`src/rtl/controller_fsm_mc_if.sv`:
```
// rtl/controller_fsm_mc_if.sv - control bundle between the multicycle controller and its datapath
// Optional macro CTRL_MEM_WAIT_EN adds the mem_ready handshake signal.
interface controller_fsm_mc_if;
    logic [6:0] op;
    logic       zero;
`ifdef CTRL_MEM_WAIT_EN
    logic       mem_ready;
`endif
    logic       PCWrite;
    logic       AdrSrc;
    logic       MemWrite;
    logic       IRWrite;
    logic [1:0] ResultSrc;
    logic [1:0] ALUSrcA;
    logic [1:0] ALUSrcB;
    logic [1:0] ALUOp;
    logic       RegWrite;
    logic       instr_done;
    logic       illegal_op;
    logic [3:0] state;

    modport master (
`ifdef CTRL_MEM_WAIT_EN
        input  mem_ready,
`endif
        input  op, zero,
        output PCWrite, AdrSrc, MemWrite, IRWrite, ResultSrc, ALUSrcA, ALUSrcB,
               ALUOp, RegWrite, instr_done, illegal_op, state
    );

    modport slave (
`ifdef CTRL_MEM_WAIT_EN
        output mem_ready,
`endif
        output op, zero,
        input  PCWrite, AdrSrc, MemWrite, IRWrite, ResultSrc, ALUSrcA, ALUSrcB,
               ALUOp, RegWrite, instr_done, illegal_op, state
    );
endinterface

```
`src/rtl/controller_fsm_mc.sv`:
```
// rtl/controller_fsm_mc.sv - main control FSM of the multicycle RV32 core (lw, sw, R/I ALU, beq, jal)
// Optional macro CTRL_MEM_WAIT_EN stalls FETCH/MEMREAD/MEMWRITE on mem_ready.
module controller_fsm_mc #(
    parameter int ILLEGAL_HALT = 0
) (
    input  logic                   clk,
    input  logic                   rst_n,
    controller_fsm_mc_if.master    bus
);
    typedef enum logic [3:0] {
        S_FETCH    = 4'd0,
        S_DECODE   = 4'd1,
        S_MEMADR   = 4'd2,
        S_MEMREAD  = 4'd3,
        S_MEMWB    = 4'd4,
        S_MEMWRITE = 4'd5,
        S_EXECUTER = 4'd6,
        S_EXECUTEI = 4'd7,
        S_ALUWB    = 4'd8,
        S_BEQ      = 4'd9,
        S_JAL      = 4'd10,
        S_HALT     = 4'd11
    } state_t;

    localparam logic [6:0] OP_LW  = 7'b0000011;
    localparam logic [6:0] OP_SW  = 7'b0100011;
    localparam logic [6:0] OP_R   = 7'b0110011;
    localparam logic [6:0] OP_I   = 7'b0010011;
    localparam logic [6:0] OP_BEQ = 7'b1100011;
    localparam logic [6:0] OP_JAL = 7'b1101111;

    state_t     r_state;
    state_t     w_next;
    logic       w_mem_ready;
    logic       w_pc_update;
    logic       w_branch;
    logic       w_adr_src;
    logic       w_mem_write;
    logic       w_ir_write;
    logic [1:0] w_result_src;
    logic [1:0] w_alu_src_a;
    logic [1:0] w_alu_src_b;
    logic [1:0] w_alu_op;
    logic       w_reg_write;
    logic       w_instr_done;
    logic       w_illegal_op;

`ifdef CTRL_MEM_WAIT_EN
    assign w_mem_ready = bus.mem_ready;
`else
    assign w_mem_ready = 1'b1;
`endif

    always_ff @(posedge clk) begin
        if (!rst_n) r_state <= S_FETCH;
        else        r_state <= w_next;
    end

    always_comb begin
        w_next       = S_FETCH;
        w_pc_update  = 1'b0;
        w_branch     = 1'b0;
        w_adr_src    = 1'b0;
        w_mem_write  = 1'b0;
        w_ir_write   = 1'b0;
        w_result_src = 2'b00;
        w_alu_src_a  = 2'b00;
        w_alu_src_b  = 2'b00;
        w_alu_op     = 2'b00;
        w_reg_write  = 1'b0;
        w_instr_done = 1'b0;
        w_illegal_op = 1'b0;
        case (r_state)
            S_FETCH: begin
                w_alu_src_b  = 2'b10;
                w_result_src = 2'b10;
                w_ir_write   = w_mem_ready;
                w_pc_update  = w_mem_ready;
                w_next       = w_mem_ready ? S_DECODE : S_FETCH;
            end
            S_DECODE: begin
                w_alu_src_a = 2'b01;
                w_alu_src_b = 2'b01;
                case (bus.op)
                    OP_LW, OP_SW: w_next = S_MEMADR;
                    OP_R:         w_next = S_EXECUTER;
                    OP_I:         w_next = S_EXECUTEI;
                    OP_BEQ:       w_next = S_BEQ;
                    OP_JAL:       w_next = S_JAL;
                    default: begin
                        w_illegal_op = 1'b1;
                        if (ILLEGAL_HALT != 0) begin
                            w_next = S_HALT;
                        end else begin
                            w_next       = S_FETCH;
                            w_instr_done = 1'b1;
                        end
                    end
                endcase
            end
            S_MEMADR: begin
                w_alu_src_a = 2'b10;
                w_alu_src_b = 2'b01;
                w_next      = bus.op[5] ? S_MEMWRITE : S_MEMREAD;
            end
            S_MEMREAD: begin
                w_adr_src = 1'b1;
                w_next    = w_mem_ready ? S_MEMWB : S_MEMREAD;
            end
            S_MEMWB: begin
                w_result_src = 2'b01;
                w_reg_write  = 1'b1;
                w_instr_done = 1'b1;
            end
            S_MEMWRITE: begin
                w_adr_src    = 1'b1;
                w_mem_write  = 1'b1;
                w_instr_done = w_mem_ready;
                w_next       = w_mem_ready ? S_FETCH : S_MEMWRITE;
            end
            S_EXECUTER: begin
                w_alu_src_a = 2'b10;
                w_alu_op    = 2'b10;
                w_next      = S_ALUWB;
            end
            S_EXECUTEI: begin
                w_alu_src_a = 2'b10;
                w_alu_src_b = 2'b01;
                w_alu_op    = 2'b10;
                w_next      = S_ALUWB;
            end
            S_ALUWB: begin
                w_reg_write  = 1'b1;
                w_instr_done = 1'b1;
            end
            S_BEQ: begin
                w_alu_src_a  = 2'b10;
                w_alu_op     = 2'b01;
                w_branch     = 1'b1;
                w_instr_done = 1'b1;
            end
            S_JAL: begin
                w_alu_src_a = 2'b01;
                w_alu_src_b = 2'b10;
                w_pc_update = 1'b1;
                w_next      = S_ALUWB;
            end
            S_HALT:  w_next = S_HALT;
            default: w_next = S_FETCH;
        endcase
    end

    // Reset gates every output so no write enable can leak in a reset cycle.
    assign bus.PCWrite    = rst_n & (w_pc_update | (w_branch & bus.zero));
    assign bus.AdrSrc     = rst_n & w_adr_src;
    assign bus.MemWrite   = rst_n & w_mem_write;
    assign bus.IRWrite    = rst_n & w_ir_write;
    assign bus.ResultSrc  = rst_n ? w_result_src : 2'b00;
    assign bus.ALUSrcA    = rst_n ? w_alu_src_a : 2'b00;
    assign bus.ALUSrcB    = rst_n ? w_alu_src_b : 2'b00;
    assign bus.ALUOp      = rst_n ? w_alu_op : 2'b00;
    assign bus.RegWrite   = rst_n & w_reg_write;
    assign bus.instr_done = rst_n & w_instr_done;
    assign bus.illegal_op = rst_n & w_illegal_op;
    assign bus.state      = rst_n ? r_state : 4'd0;
endmodule

```
`src/flat_wrapper.sv`:
```
// flat-port wrapper written by rule: the top's interface ports become plain ports
module controller_fsm_mc_flat 
#(
    parameter int ILLEGAL_HALT = 0
)
  (clk, rst_n, bus_op, bus_zero, bus_PCWrite, bus_AdrSrc, bus_MemWrite, bus_IRWrite, bus_ResultSrc, bus_ALUSrcA, bus_ALUSrcB, bus_ALUOp, bus_RegWrite, bus_instr_done, bus_illegal_op, bus_state);
  controller_fsm_mc_if bus_i ();
  input  logic clk;
  input  logic rst_n;
  input wire logic [$bits(bus_i.op)-1:0] bus_op;
  input wire logic [$bits(bus_i.zero)-1:0] bus_zero;
  output wire logic [$bits(bus_i.PCWrite)-1:0] bus_PCWrite;
  output wire logic [$bits(bus_i.AdrSrc)-1:0] bus_AdrSrc;
  output wire logic [$bits(bus_i.MemWrite)-1:0] bus_MemWrite;
  output wire logic [$bits(bus_i.IRWrite)-1:0] bus_IRWrite;
  output wire logic [$bits(bus_i.ResultSrc)-1:0] bus_ResultSrc;
  output wire logic [$bits(bus_i.ALUSrcA)-1:0] bus_ALUSrcA;
  output wire logic [$bits(bus_i.ALUSrcB)-1:0] bus_ALUSrcB;
  output wire logic [$bits(bus_i.ALUOp)-1:0] bus_ALUOp;
  output wire logic [$bits(bus_i.RegWrite)-1:0] bus_RegWrite;
  output wire logic [$bits(bus_i.instr_done)-1:0] bus_instr_done;
  output wire logic [$bits(bus_i.illegal_op)-1:0] bus_illegal_op;
  output wire logic [$bits(bus_i.state)-1:0] bus_state;
  assign bus_i.op = bus_op;
  assign bus_i.zero = bus_zero;
  assign bus_PCWrite = bus_i.PCWrite;
  assign bus_AdrSrc = bus_i.AdrSrc;
  assign bus_MemWrite = bus_i.MemWrite;
  assign bus_IRWrite = bus_i.IRWrite;
  assign bus_ResultSrc = bus_i.ResultSrc;
  assign bus_ALUSrcA = bus_i.ALUSrcA;
  assign bus_ALUSrcB = bus_i.ALUSrcB;
  assign bus_ALUOp = bus_i.ALUOp;
  assign bus_RegWrite = bus_i.RegWrite;
  assign bus_instr_done = bus_i.instr_done;
  assign bus_illegal_op = bus_i.illegal_op;
  assign bus_state = bus_i.state;
  controller_fsm_mc #(.ILLEGAL_HALT(ILLEGAL_HALT)) u_core (.clk(clk), .rst_n(rst_n), .bus(bus_i));
endmodule
```
`config.mk`:
```
export PLATFORM = sky130hd
export DESIGN_NAME = controller_fsm_mc_flat
export DESIGN_NICKNAME = d
export VERILOG_FILES = /design/src/rtl/controller_fsm_mc_if.sv /design/src/rtl/controller_fsm_mc.sv /design/src/flat_wrapper.sv
export SDC_FILE = /design/constraint.sdc
export NUM_CORES = 1
export LEC_CHECK = 0
export ABC_AREA = 0
export BUFFER_PORTS_ARGS = -buffer_cell sky130_fd_sc_hd__buf_2
export CORE_MARGIN = 3
export CORE_UTILIZATION = 39
export DETAILED_ROUTE_END_ITERATION = 8
export PLACE_DENSITY_LB_ADDON = 0.25
export SYNTH_ARGS = -nofsm -noshare
export SYNTH_HDL_FRONTEND = slang
export SYNTH_SLANG_ARGS = --single-unit
```
`constraint.sdc`:
```
create_clock -name clk -period 1.26 [get_ports clk]
set_input_delay 0.063 -clock clk [delete_from_list [all_inputs] [get_ports clk]]
set_output_delay 0.063 -clock clk [all_outputs]
set_load 0.02 [all_outputs]
```
After elaboration in Yosys (flattened, before gate mapping)
Cells that the tools add are included.

Register bits: 4. Bits of input ports: 10. Output and inout bits: 19. Logic and storage cells: 60.

Equality and inequality tests: 17. Mux-type cells: 21. Bitwise operators: 9. Reductions and logical operators: 12.

Operators by type and width (count): $pmux W4 S6 (1); $pmux W4 S5 (1); $eq A4 B3 Y1 const B (4); $eq A4 B4 Y1 const B (4); $pmux W2 S2 (4); $eq A7 B6 Y1 const B (2); $eq A7 B7 Y1 const B (2); $reduce_or A2 Y1 (6); $and A1 B1 Y1 (8); $eq A4 B2 Y1 const B (2); $mux W1 (8); $mux W2 (4); $reduce_or A4 Y1 (2); $eq A7 B2 Y1 const B (1); $eq A7 B5 Y1 const B (1); $reduce_or A3 Y1 (2); $reduce_or A6 Y1 (1); $eq A4 B1 Y1 const B (1); $logic_not A4 Y1 (1); $mux W4 (1); $mux W3 (1); $pmux W1 S2 (1); $or A1 B1 Y1 (1).

Longest topological paths before layout
Gate-level depths: netlist (run 1).

Word-level depth: 5. Mapped depth: 4. Gate-level depth less buffers: 3.

Worst setup path after synthesis (run 1)
No wires, ideal clock.

Kind: flip-flop to output port. Start: register u_core.r_state[0]. End: output bus_ResultSrc[1]. Arrival: 1480 ps. Data required time: 1197 ps. Slack: -283 ps. Stages on the path, launching flop included: 5. Buffers on the path: 2. Path through: dfxtp_1 buf_2 or3b_1 nor2_1 buf_4.

Longest elaborated chain between the ends: 3. Elaborated cells on any way between the ends: 4. Classes of those cells: 1 x eq/ne; 2 x mux; 1 x reduce/logical.

RTL lines: start: declaration (line controller_fsm_mc.sv:32) `state_t r_state;`; start signal: assignment (line controller_fsm_mc.sv:56) `else r_state <= w_next;`; $eq A4 B3 Y1 or $logic_not A4 Y1 (tied branches) (line controller_fsm_mc.sv:73) `case (r_state)`; $pmux W2 S2 (*) (line controller_fsm_mc.sv:73); $mux W2 (*) (line controller_fsm_mc.sv:158) `assign bus.ResultSrc = rst_n ? w_result_src : 2'b00;`; end: declaration (line flat_wrapper.sv:16) `output wire logic [$bits(bus_i.ResultSrc)-1:0] bus_ResultSrc;`.

Every way passes the cells marked *; elsewhere a longest branch is shown, timed or not.

Worst setup path after layout (run 1)
Start: register u_core.r_state[0]. End: output bus_ResultSrc[0].

The elaborated chain is that of the path after synthesis.

==> results, run 1 <==
- The simple logic cell fraction of the synthesized area is around 48%.
- The setup skew after layout is about 8.7 ps.
- Walking the worst path, the cells encountered are buf_6 -> or3b_4 -> nor2_1 -> buf_4.
- The CTS clock-pin slew for the worst setup and hold paths is ~50 ps.
- Summed over all cells, the static leakage comes to 0.492 nW.
- The maximum achievable frequency is roughly 0.67 GHz.
- The cell type with the highest aggregate area in the netlist is sky130_fd_sc_hd__dfxtp_1.
- Entering global routing, the biggest net connects 12 pins.
- The setup path with the least slack is of type flop to primary output.
- In the post-route analysis, the smallest setup slack over all paths is -223 ps.
- The number of flip-flops in the largest register is 4.
- After synthesis, the cell types taking the most area are sky130_fd_sc_hd__dfxtp_1, sky130_fd_sc_hd__nand2b_1, sky130_fd_sc_hd__nor2_1.
- The final reports fail on negative setup slack.
- Row generation in the floorplan step produced 13 rows.
- The final route contains 800 vias.
- The number of antenna diodes in the final layout is 0.
- The core region area is around 1300 um^2.
- The largest fanout of any net on the critical path is 4.
- The worst setup path is launched from a flop.
- The number of global-route vias before repair is 741.
- In this run the tightest slew margin relative to its limit is 78.2%.
- The fraction of final layout cells sized beyond drive strength 1 is between 60% and 70%.
- The number of port buffers is 28.
- The most instantiated flip-flop cell in the synthesis netlist is sky130_fd_sc_hd__dfxtp_1.
- For this run, asynchronously set or reset flops after synthesis account for 0%.
- The clock passes through at most 2 buffers.
- The complex-gate fraction of the synthesized area is 24.9%.
- The path class of the tightest hold or removal check is input port to flop.
- After layout, the minimum clock period comes to ~1500 ps.
- Yosys mapped a number of flops with a built-in enable equal to 0.
- The overall track demand over capacity in global routing is 21.6%.
- The number of H-tree levels is 1.
- The routed design has around 2200 um of wire.
- After Yosys synthesis, full adders, half adders and majority gates account for 0% of the synthesized area.
- The clock net in this run drives a total of 4 sinks.
- Dividing the final minimum period by the clock period gives 118%.
- After synthesis the cells add up to 573 um^2.
- The dominant combinational cell family by area after synthesis is simple AND/OR/NAND/NOR gates.
- IR analysis of the VDD net gives a maximum drop of 0.451 mV.
- The setup-violating endpoint count in the final report is 16.
- The number of antenna violations at the first check in global routing is 0.
- The transition time of the tightest slew-check pin is 325 ps.
- The number of nets in the layout is 140.
- The remaining design rule violation count is 0.
- The first routing iteration left 10 violations.
- The width of the die is roughly 44 um.
- TritonCTS built the clock tree.
- The tool flagged a number of max-cap violations equal to 0.
- In the routed layout, each cell is associated on average with a via count of 5.59.
- Setup repair after global routing could not meet its margin everywhere.
- When the netlist entered floorplanning its net count stood at 92.
- The post-synthesis area per instance is 6.99 um^2.
- Including well taps, the total number of placed cells is 134.
- The finished layout holds approximately 140 standard cells, fillers aside.
- After Yosys synthesis, XOR and XNOR cells account for under 10% of the synthesized area.
- The most common cell after layout, fill and taps aside is sky130_fd_sc_hd__buf_4.
- The Yosys step of the flow raised 0 warnings.
- The number of hold violations in the final report was 0.
- The element type at the critical path end is a primary output.
- More flip-flops sit in one register than any other, and that register is u_core.r_state.
- The share of synthesized area spent on multiplexers is 1.75%.
- During I/O placement, the number of pins put on the boundary was 29.
- The share of the Yosys chip area taken by registers is 14.0%.
- The area of placed instances is about 840 um^2.
- Dividing total power by cell area gives a power density of 543 nW/um^2.
- The cell count after synthesis came out at 82.
- On the critical path, the stage with the largest delay is an instance of sky130_fd_sc_hd__or3b_4.
- From bottom edge to top edge, the die measures 44.3 um.
- The first detailed-routing pass took 4 iterations.
- The max-slew violation total from the final report is 0.
- The post-layout instance area is ~1100 um^2.
- In the final routed layout, each cell accounts on average for roughly 15 um.
- The floorplan step defined a die boundary enclosing roughly 2000 um^2.
- The number of clock buffers inserted by TritonCTS is 3.
- STA puts the critical path data arrival time at 1420 ps.
- The total overflow left after global routing is 0.
- The top cell type's share of synthesized area is 14.0%.
- Counting distinct cell types in the post-synthesis netlist gives 36.
- The flow ran to the end, but the final reports show violations.
- The area growth from synthesis to layout is 91.5%.
- On the worst path, the slowest cell contributes a delay of 410 ps.
- The placer's final routability congestion estimate is 0.818.
- In the layout the commonest cells are sky130_fd_sc_hd__buf_4, sky130_fd_sc_hd__buf_2, sky130_fd_sc_hd__buf_6.
- The count of nets left with antenna violations once routing finished came out at 0.
- After legalization and detailed placement, the total HPWL measured approximately 1400 um.
- The flip-flop and latch count after synthesis is 4.
- The root buffer cell is sky130_fd_sc_hd__clkbuf_4.
- The first global-routing pass estimated 3160 um of wire.
- STA puts the critical path data required time at approximately 1200 ps.
- Hold repair after CTS inserted 0 buffers.
- The largest registers in the layout are u_core.r_state x4.
- The clock latency on the worst-skew pair is 250 ps.
- The starting density of the core is between 40% and 50%.
==> worst max-delay path: cells and delay by family (launching register included) <==
| family | cells | cell delay, ps |
|---|---|---|
| buf+inv | 2 | 280 |
| flops | 1 | 330 |
| simple gates | 2 | 550 |
==> layout make-up <==
class / count / area [um^2]
repair buffers: 49 / 384
well taps: 15 / 18.8
flip-flops and latches: 4 / 90.1
clock buffers: 3 / 22.5
multi-input cells: 72 / 582
fillers: 80 / 236
==> final timing paths <==
kind	slack (ps)	end	start	depth (start not counted)
max reg2reg	-110	u_core.r_state[3]	u_core.r_state[1]	4
max	-220	bus_ResultSrc[0]	u_core.r_state[0]	4
min	120	u_core.r_state[2]	rst_n	3
min reg2reg	690	u_core.r_state[0]	u_core.r_state[1]	3
==> kinds of logic after synthesis <==
kind of cell / count (synthesis)
AOI/OAI and AO/OA: 19
xor gates and xnor gates: 4
buffers and inverters: 6
DFF: 4
muxes: 1
and+or+nand+nor: 48
==> synth_stat cells, types with 2 or more instances <==
cell type	number
sky130_fd_sc_hd__and2_1	4
sky130_fd_sc_hd__clkbuf_1	3
sky130_fd_sc_hd__nor3b_1	3
sky130_fd_sc_hd__buf_2	2
sky130_fd_sc_hd__dfxtp_1	4
sky130_fd_sc_hd__or3b_1	2
sky130_fd_sc_hd__o21ai_0	2
sky130_fd_sc_hd__nor2b_1	6
sky130_fd_sc_hd__xnor2_1	2
sky130_fd_sc_hd__a21oi_1	4
sky130_fd_sc_hd__xor2_1	2
sky130_fd_sc_hd__nand3b_1	3
sky130_fd_sc_hd__a21boi_1	2
sky130_fd_sc_hd__nand2_1	6
sky130_fd_sc_hd__o2111a_1	2
sky130_fd_sc_hd__nand2b_1	6
sky130_fd_sc_hd__nor2_1	10
==> where the power goes <==
group | internal (mW) | switching (mW) | total [mW]
registers | 0.128 | 0.00571 | 0.133
clock network | 0.108 | 0.0698 | 0.178
logic | 0.141 | 0.145 | 0.285
total | 0.376 | 0.220 | 0.596
==> timing repair <==
| action | CTS | global route |
|---|---|---|
| pin swaps | 6 | 2 |
| buffers inserted | 4 | 2 |
| setup endpoints to repair | 17 | 17 |
| gates resized for setup | 40 | 16 |
==> routing by layer <==
layer / track usage (%) / vias to the layer above / share of wire (%)
met4: 13.9 / 0 / 0.95
met2: 36.9 / 24 / 51
met1: 25.2 / 386 / 43
li1: - / 388 / -
met3: 2.44 / 2 / 4.8
met5: 0 / - / 0
==> stage by stage <==
| step | hold slack (ps) | setup TNS, ps | utilization (%) | power, mW | worst slack (ps) |
|---|---|---|---|---|---|
| 2_1_floorplan | 233 | -356 | - | 0.270 | -115 |
| 5_1_grt | 141 | -2670 | 82.3 | 0.619 | -241 |
| 6_report | 122 | -1960 | 82.3 | 0.596 | -223 |
| 3_5_place_dp | 364 | -264 | 62.9 | 0.348 | -68.6 |
| 4_1_cts | 111 | -1630 | 76.8 | 0.575 | -178 |
| 3_3_place_gp | 352 | -63.7 | 62.9 | 0.343 | -39.7 |
Power figures use the tool's default switching activity.
==> run 2, diff against run 1 <==
--- a/config.mk
+++ b/config.mk
@@ -6,10 +6,10 @@
 export NUM_CORES = 1
 export LEC_CHECK = 0
 export ABC_AREA = 0
-export BUFFER_PORTS_ARGS = -buffer_cell sky130_fd_sc_hd__buf_2
-export CORE_MARGIN = 3
-export CORE_UTILIZATION = 39
+export BUFFER_PORTS_ARGS = -buffer_cell sky130_fd_sc_hd__buf_4
+export CORE_AREA = 3 3 40 42
 export DETAILED_ROUTE_END_ITERATION = 8
+export DIE_AREA = 0 0 43 45
 export PLACE_DENSITY_LB_ADDON = 0.25
 export SYNTH_ARGS = -nofsm -noshare
 export SYNTH_HDL_FRONTEND = slang
==> constraint.sdc (replaced) <==
create_clock -name clk -period 1.8 [get_ports clk]
set_input_delay 0.09 -clock clk [delete_from_list [all_inputs] [get_ports clk]]
set_output_delay 0.09 -clock clk [all_outputs]
set_load 0.02 [all_outputs]
==> results, run 2 (synthesis results as in run 1) <==
- The flow ran to the end, and the final reports show no timing, DRC or antenna violations.
- Across the VDD grid, the largest voltage drop is 0.333 mV.
- The post-route fraction of the period consumed by the critical path is 91.3%.
- The class of the tightest hold or removal check is input port to flop.
- The total power divided by cell area is 434 nW/um^2.
- The register with the most flip-flops in the final layout is u_core.r_state.
- The data required time at the worst endpoint is about 1700 ps.
- The number of maximum-capacitance violations is 0.
- From bottom edge to top edge, the die measures 45 um.
- The final HPWL from detailed placement is 1210 um.
- The most common cell after layout, fill and taps aside is sky130_fd_sc_hd__buf_4.
- Timing would allow up to 0.608 GHz.
- The transition time of the tightest slew-check pin is 315 ps.
- The detail route stage leaves a number of antenna-violating nets equal to 0.
- After the last flow step, the layout net total stands at between 100 and 150.
- The post-CTS setup buffer count is 0.
- The setup TNS after final layout is 0 ps.
- The clock latency on the worst-skew pair is 240 ps.
- The category of cells accounting for the largest share of critical-path delay is flip-flops.
- The CTS tree is built.
- The die is 43 um wide.
- The worst path in the final design needs a cycle of 1640 ps, including I/O delays and setup.
- The worst pin sits at a relative slew slack of 79.0%.
- Clock tree synthesis selected as its root buffer the cell sky130_fd_sc_hd__clkbuf_4.
- The number of global-route vias before repair is 651.
- In this design, the stage delay of the slowest critical-path cell is roughly 470 ps.
- Across the routed clock network, the largest skew measured is 7.95 ps.
- The total leakage power is ~0.37 nW.
- The cts-stage hold buffer count is 0.
- Relative to the synthesized area, the layout overhead comes to 40.8%.
- Setup violations remaining at the end of the flow were counted as 0.
- The top cell types in the final layout, fill and taps aside, are sky130_fd_sc_hd__buf_4, sky130_fd_sc_hd__nor2_1, sky130_fd_sc_hd__nand2b_1, sky130_fd_sc_hd__nor2b_1, sky130_fd_sc_hd__nand2_1.
- The CTS clock-pin slew for the worst setup and hold paths is 30 ps.
- The max-slew violation total from the final report is 0.
- The first-pass GRT wire length is approximately 2700 um.
- STA classifies the critical path endpoint as a primary output.
- The category of the most critical setup path is flop to primary output.
- The register with the most flip-flops in the layout has 4 of them.
- The category of the worst setup path launch point is a flop.
- The final layout contains routed wiring with a total length of 1640 um.
- Global routing consumed, over all layers together, between 10% and 20% of the routing resources.
- The number of hold violations in the final report is 0.
- The total buffers and inverters traversed by the critical path is 1.
- The sum of internal, switching and leakage power is approximately 350 uW.
- The number of violations reported at the end of detailed-routing iteration 0 is 14.
- Walking the worst path, the cells encountered are nor2b_1 -> a21oi_1 -> a211oi_1 -> buf_4.
- The first detailed-routing pass took 4 iterations.
- The number of filler instances in the final layout is roughly 120.
- The clock sink count is 4.
- The largest buffer count on any clock path is 2.
- The data arrival time of the critical path is 1550 ps.
- The worst register-to-register path has a setup slack of 490 ps.
- In this run the count of I/O pins placed on the die edge is 29.
- The largest fanout of any net on the critical path is 17.
- The largest individual stage delay along the critical path comes from the cell sky130_fd_sc_hd__dfxtp_2.
- The core region area is ~1300 um^2.
- The number of clock buffers inserted by TritonCTS is 3.
- The count of buffers added on input and output ports is 28.
- The number of H-tree levels is 1.
- Setup repair after global routing left no endpoint under its margin.
- Cells with a size suffix above 1 make up between 30% and 40% of the layout.
- The initial utilization of the core area, before any placement, comes to between 40% and 50%.
- In the final layout, the multi-input gates occupy 464 um^2.
- After detailed routing, the number of vias per cell comes to 5.56.
- Registers take 83.8 um^2.
- In this run the core area contains 13 standard-cell rows.
- Routability-driven placement finished with a final weighted congestion of 0.815.
- The number of antenna diodes in the final layout is 0.
- The largest registers in the layout are u_core.r_state x4.
- The total overflow left after global routing is 0.
- The number of antenna violations at the first check in global routing is 0.
- In the routed design, unresolved DRC markers number 0.
- The area enclosed by the die boundary is a little under 2000 um^2.
- The overall via count from detail_route is around 680.
- The post-detailed-route wirelength per cell is approximately 13 um.
- The maximum number of pins on one net before global-route repair is 18.
## run 2: cell count changes in the layout (fill, tap and decap cells not counted), sizes merged
| cell | before | now |
|---|---|---|
| buf | 49 | 29 |
## run 2: tightest hold or removal path: cells and delay by family
family	cells	cell delay, ps
AND/OR/NAND/NOR	1	100
AO/OA/AOI/OAI	1	60
buffers and inverters	1	110
## run 2: where the power goes
part | leakage (nW) | internal [mW] | switching, mW
logic | 0.318 | 0.0638 | 0.0718
registers | 0.0338 | 0.0923 | 0.00937
clock network | 0.0138 | 0.0747 | 0.0380
total | 0.366 | 0.231 | 0.119
## run 2: path summary, 6_finish.rpt
kind / from / to / cells past startpoint
setup / recovery: u_core.r_state[0] / bus_PCWrite / 4
setup reg to reg: u_core.r_state[1] / u_core.r_state[3] / 3
hold / removal: bus_op[6] / u_core.r_state[2] / 3
hold reg to reg: u_core.r_state[1] / u_core.r_state[2] / 2
## run 2: repair_timing
action,in CTS,in global routing
gates resized for setup,1,2
pin swaps,0,0
setup endpoints to repair,1,3
## run 2: area by class of cell
cell class                      count  area share (%)
Timing Repair Buffer               29            27.0
Tap cell                           15            2.33
Clock buffer                        3            2.79
Sequential cell                     4            10.4
Multi-Input combinational cell     72            57.5
## run 2: per-layer routing
layer	vias up	share of wire (%)	routed length [um]	track usage [%]
met3	2	6.7	110	4.38
met5	-	0	0	0
li1	351	-	-	-
met1	308	40	662	21.7
met4	0	0.86	14	7.83
met2	23	52	848	32.3
## run 2: metrics by stage
| stage | area [um^2] | std cells | worst slack (ps) | utilization, % | hold slack, ps |
|---|---|---|---|---|---|
| 2_1_floorplan | 573 | 82 | 230 | - | 260 |
| 5_1_grt | 807 | 123 | 45.6 | 62.8 | 183 |
| 4_1_cts | 805 | 123 | 46.2 | 62.6 | 161 |
| 6_report | 807 | 123 | 157 | 62.8 | 173 |
| 3_5_place_dp | 781 | 120 | 223 | 60.8 | 393 |
| 3_3_place_gp | 781 | 120 | 319 | 60.8 | 403 |
